[src/rtl/mod_single_reducer_pkg.sv]
// Shared types and ring constants for the RLWE datapath.
`ifndef W_BITS
`define W_BITS 16
`endif
`ifndef N_SLOTS
`define N_SLOTS 8
`endif
`ifndef Q_MOD
`define Q_MOD 7710
`endif
`ifndef T_MOD
`define T_MOD 257
`endif
`ifndef DELTA
`define DELTA (`Q_MOD / `T_MOD)
`endif

package mod_single_reducer_pkg;
   localparam int W_BITS_L  = `W_BITS;
   localparam int N_SLOTS_L = `N_SLOTS;

   typedef logic [W_BITS_L-1:0] word_t;

   localparam word_t Q_MOD_L = word_t'(`Q_MOD);
   localparam word_t T_MOD_L = word_t'(`T_MOD);
   localparam word_t DELTA_L = word_t'(`DELTA);
endpackage

[src/rtl/mod_single_reducer_comb.sv]
// Pure combinational signed reduction of a double-width value into [0, Q).
// Truncating remainder followed by a single +Q correction for negative results.
module mod_reduce_comb
   import mod_single_reducer_pkg::*;
#(
   parameter int    W  = W_BITS_L,
   parameter int    WW = 2*W_BITS_L,
   parameter word_t Q  = Q_MOD_L
) (
   input  logic signed [WW-1:0] i_val,
   output logic        [W-1:0]  o_mod
);

   // One extra bit so that the magnitude of -2^(WW-1) is representable.
   localparam logic signed [WW:0] Q_EXT = $signed({{(WW+1-W_BITS_L){1'b0}}, Q});

   logic signed [WW:0] w_ext;
   logic signed [WW:0] w_rem;
   logic signed [WW:0] w_fix;

   assign w_ext = {i_val[WW-1], i_val};

   // Remainder carries the dividend's sign; fold negatives back into [0, Q).
   always_comb begin
      w_rem = w_ext % Q_EXT;
      w_fix = w_rem;
      if (w_rem < 0) begin
         w_fix = w_rem + Q_EXT;
      end
   end

   // w_fix is provably in [0, Q) with Q < 2^(W-1), so the upper bits are zero.
   assign o_mod = W'(w_fix);

endmodule

[src/rtl/mod_single_reducer.sv]
// Canonical residue stage: zero-latency combinational result plus a
// one-cycle registered copy with a valid flag for pipelined consumers.
module mod_single_reducer
   import mod_single_reducer_pkg::*;
#(
   parameter int    W  = W_BITS_L,
   parameter int    WW = 2*W_BITS_L,
   parameter word_t Q  = Q_MOD_L
) (
   input  logic                 i_clk,
   input  logic                 i_rst,
   input  logic signed [WW-1:0] i_in_val,
   input  logic                 i_in_valid,
   output logic        [W-1:0]  o_out_mod,
   output logic        [W-1:0]  o_out_mod_q,
   output logic                 o_out_valid
);

   logic [W-1:0] w_mod;
   logic [W-1:0] r_mod_q;
   logic         r_valid;

   mod_reduce_comb #(
      .W  (W),
      .WW (WW),
      .Q  (Q)
   ) u_core (
      .i_val (i_in_val),
      .o_mod (w_mod)
   );

   // Capture the residue only for qualified inputs; the valid flag follows every cycle.
   always_ff @(posedge i_clk or posedge i_rst) begin
      if (i_rst) begin
         r_mod_q <= '0;
         r_valid <= 1'b0;
      end else begin
         r_valid <= i_in_valid;
         if (i_in_valid) begin
            r_mod_q <= w_mod;
         end
      end
   end

   assign o_out_mod   = w_mod;
   assign o_out_mod_q = r_mod_q;
   assign o_out_valid = r_valid;

endmodule

[config.mk]
export PLATFORM = sky130hd
export DESIGN_NAME = mod_single_reducer
export DESIGN_NICKNAME = d
export VERILOG_FILES = /design/src/rtl/mod_single_reducer_pkg.sv /design/src/rtl/mod_single_reducer_comb.sv /design/src/rtl/mod_single_reducer.sv
export SDC_FILE = /design/constraint.sdc
export NUM_CORES = 1
export LEC_CHECK = 0
export ABC_AREA = 1
export CORE_MARGIN = 2
export CORE_UTILIZATION = 45
export DETAILED_ROUTE_END_ITERATION = 16
export PLACE_DENSITY = 0.65
export SLEW_MARGIN = 15
export SYNTH_ARGS = -nofsm -noshare
export SYNTH_HDL_FRONTEND = slang
export SYNTH_HIERARCHICAL = 1
export SYNTH_SLANG_ARGS = --single-unit
[constraint.sdc]
create_clock -name i_clk -period 23.9 [get_ports i_clk]
set_clock_uncertainty 0.2 [all_clocks]
set_input_delay 4.78 -clock i_clk [delete_from_list [all_inputs] [get_ports i_clk]]
set_output_delay 4.78 -clock i_clk [all_outputs]
set_load 0.05 [all_outputs]
[Yosys cells after proc, flatten, opt, wreduce, memory -nomap -nowiden]
Cells that the tools add are included.
Storage, ports and cells
  word-level logic and storage cells: 6
  register bits: 17
Operators by class
  order comparisons: 1
  divide/modulo/power cells: 1
  mux-type cells: 1
  add/sub/neg operators: 1
Operators with widths (number)
  < comparator 33 x 1 -> 1 bit (second input constant): 1
  remainder unit 33 x 14 -> 33 bit (second input constant): 1
  adder 16 x 14 -> 16 bit (second input constant): 1
  two-way mux 16 bit: 1

[Longest topological paths before layout]
  depth in word-level cells: 3
  mapped depth: 172
  mapped depth without buffers: 171

[Hierarchy]
The synthesis kept the hierarchy.
Modules (own cells, without submodules)
  mod_reduce_comb: sequential area each 0.0 um^2, cells each 2136, area each 12306.8 um^2, times used 1
  mod_single_reducer: sequential area each 425.4 um^2, cells each 70, area each 673.1 um^2, times used 1

[Worst setup path before layout]
OpenSTA, ideal clock, no wires.
  path kind: input to output
  from: in i_in_val[0]
  to: out o_out_mod[9]
  data required time: 18920 ps
  data arrival time: 20518 ps
  cell stages on the path: 151
  slack: -1598 ps
  cell sequence: inv_2 ha_1 nand2_2 nor2_4 nand3_1 nand3_1 nand2_2 nand2_2 inv_4 nand2_4 nand3_1 nand2_2 buf_6 nand3_2 nand2_4 inv_2 nor2_2 nand3_4 (+115 left out) clkinv_2 ha_1 nand3_1 nand2_1 nand2_4 nand3_4 nand2_2 nand2_2 ha_1 nor2_1 xor2_1 ha_1 nand3_1 nor2_1 nor2_1 nand2_1 nand2_2 xor2_1
On the way
  longest elaborated chain between the ends: 3
  elaborated cells between the ends (all ways): 4
  those cells by class: add/sub: 1; div: 1; order compare: 1; mux: 1
RTL lines
  start, declared: line mod_single_reducer.sv:12  | input logic signed [WW-1:0] i_in_val,
  remainder unit 33 x 14 -> 33 bit *: line mod_single_reducer_comb.sv:25  | w_rem = w_ext % Q_EXT;
  < comparator 33 x 1 -> 1 bit or adder 16 x 14 -> 16 bit (tied branches): line mod_single_reducer_comb.sv:27, mod_single_reducer_comb.sv:28
  two-way mux 16 bit *: line mod_single_reducer_comb.sv:27  | if (w_rem < 0) begin
  end, declared: line mod_single_reducer.sv:14  | output logic [W-1:0] o_out_mod,
Mark *: on every way between the ends. The rest lies on a longest branch, timed or not.

[Final worst setup path]
  from: in i_in_val[7]
  to: out o_out_mod[13]
The elaborated chain is that of the path after synthesis.

==> reports/qor.yml <==
netlist_area_um2: 13000
async_reset_ff_frac: 1.00
dp.cells: 3200
h-tree-depth: 1
numCtsBuffers: 3
r2r_slack_ns: 23.00
synth.lib_cells_used.distinct: 58
dp_hpwl_mm: 32.3
cts_tree: "built"
hold_buffers: 0
gp_congestion: 0.909
r2r_start: "o_out_mod_q[8]"
layout-drive-gt1-share: 0.585
grt_pass1_vias: 16147
slowest_stage: "o21ai_4"
hp-class: "reg -> reg"
grt_max_degree: 26
core_um2: 28500
fillers: 1909
cp_top_family: "simple AND/OR/NAND/NOR gates"
final_core_util: 0.780
drc: 0
crit_start: "i_in_val[7]"
syn_avg_cell_area_um2: 5.88
rsz0062_at_grt: "true"
layout.cells.non_filler: 3369
required_ns: 18.92
clockBufferDepth: 2
wl_per_cell_um: 13.9
cts.clk_slew.worst_paths_ns: 0.05
area_growth_pct: 71.6
grt_antenna_before_repair: 7
viasPerCell: 5.07
fin_crit_sh: 1.08
finalHoldViolations: 0
max_freq_ghz: 0.0386
chipWidth_um: 174
cts_sinks: 17
fin_nets: 3022
min_period_ns: 25.91
worst_setup_path_end_kind: "output port"
start_util: 0.455
die_height_um: 174
detail-route-antenna-nets: 0
r2r-end: "o_out_mod_q[8]"
ys_warn_count: 6
cpPeakStageDelay_ns: 0.25
postLayoutSetupSlackWorst_ns: -2.01
syn_nets: 2246
whs_path_depth: 2
cap_viol_max_count: 0
status: "finished with violations"
synth_seq_cells: 17
crit_buf_inv: 27
whs_ns: 0.277
grt_overflow: 0
grt_pass1_wl_mm: 70.6
crit_cells: 155
crit_arrival_ns: 20.93
first_iter_violations: 979
cp_common_cell: "nand2_4"
worst_pin_slew_ns: 0.889
start_kind: "input pin"
track_usage: 0.266
critPathCapture: "o_out_mod[13]"
ioPinCount: 68
clock_latency_ns: 0.25
row_count: 62
wl_mm: 46.7
maxSlewViolCount: 0
synth-seq-area-share: 0.0328
r2r_cells: 2
synth_edf_count: 0
io_buffers: 67
root_buffer: "clkbuf_16"
setup_viol: 15
syn_inst: 2206
cp_max_fo: 8
vias: 17066
dr.pass1.iters: 5
synthFlopType: "dfrtp_1"
critPathKind: "in -> out"
slew_headroom: 0.401
die-area_um2: 30200
violations: "negative setup slack"
-- cell families after synthesis --
kind of cell,share of synthesized area
adders and majority gates,0.00482
DFF,0.0328
muxes,0.000771
AOI/OAI and AO/OA,0.0567
and+or+nand+nor,0.725
buffers and inverters,0.127
xor gates and xnor gates,0.0532
-- worst register-to-register path, cell delays in order, from the launching register on --
cell and delay (ns):
dfrtp_1 0.40, nand2_1 0.08, nand2_1 0.09
-- synth_stat cells, types with 29 or more instances --
master | count | area share
o21ai_0 | 43 | 0.017
nand3_1 | 247 | 0.095
nor2_2 | 44 | 0.021
xor2_1 | 59 | 0.040
inv_1 | 238 | 0.069
o21ai_1 | 29 | 0.011
nand4_1 | 34 | 0.016
nand2_2 | 259 | 0.12
nand3_2 | 43 | 0.033
nor2_4 | 39 | 0.034
inv_2 | 48 | 0.014
nand2_4 | 127 | 0.11
nand2_1 | 644 | 0.19
nor2_1 | 145 | 0.042
-- state kept, by name (all words and copies together) (netlist names) --
name / flops
o_out_mod_q: 16
o_out_valid: 1
-- how the worst min path moves through the flow --
stage / from / to / slack (ns)
2_1_floorplan: o_out_mod_q[15] / o_out_mod_q[15] / 0.55
3_3_place_gp: o_out_mod_q[2] / o_out_mod_q[2] / 0.25
3_5_place_dp: o_out_mod_q[10] / o_out_mod_q[10] / 0.27
4_1_cts: o_out_mod_q[10] / o_out_mod_q[10] / 0.28
5_1_grt: o_out_mod_q[2] / o_out_mod_q[2] / 0.30
6_report: o_out_mod_q[10] / o_out_mod_q[10] / 0.28
-- area by class of cell --
cell class	count	area, um^2	share of cell area
Sequential cell	17	425	0.0191
Inverter	314	1320	0.0592
Antenna cell	4	10.0	0.000449
Timing Repair Buffer	787	6420	0.288
Tap cell	384	480	0.0216
Clock buffer	4	78.8	0.00354
Multi-Input combinational cell	1859	13500	0.608
-- what timing repair did --
action / in CTS / in global routing
pin swaps: 186 / 177
gates resized for setup: 305 / 288
cloned: 10 / 1
buffers inserted: 89 / 64
setup endpoints to repair: 15 / 15
-- metal layers --
metal / share of wire / routed length [um] / global-route usage
met1: 0.40 / 18800 / 0.321
met5: 0.00058 / 27 / 0
met4: 0.030 / 1410 / 0.0676
met2: 0.53 / 24700 / 0.506
met3: 0.037 / 1720 / 0.0173
-- metrics by stage --
stage	cell area, um^2	worst slack (ns)	TNS (ns)
6_report	22300	-2.01	-28.49
4_1_cts	20900	-1.50	-20.86
5_1_grt	22300	-3.03	-43.74
3_3_place_gp	19000	-2.00	-28.83
3_5_place_dp	19000	-2.65	-38.41
2_1_floorplan	13700	-0.963	-12.10
-- cells in the final DEF, fill, tap and decap left out, types with 19 or more instances in the layout --
cell / instances
nor2_2: 39
buf_12: 30
nand2_4: 191
nor2_1: 77
nand2_1: 524
clkdlybuf4s50_1: 21
nand3b_1: 19
xor2_1: 47
nand3_1: 173
nand2_8: 41
nand3_4: 28
inv_2: 69
nand4_1: 34
nand2_2: 300
nand3_2: 93
buf_6: 25
o21ai_0: 38
buf_4: 682
nor2_4: 112
inv_1: 212
Power is not shown: default switching activity piles up to over one toggle a cycle in this logic, so the estimate is an artifact.
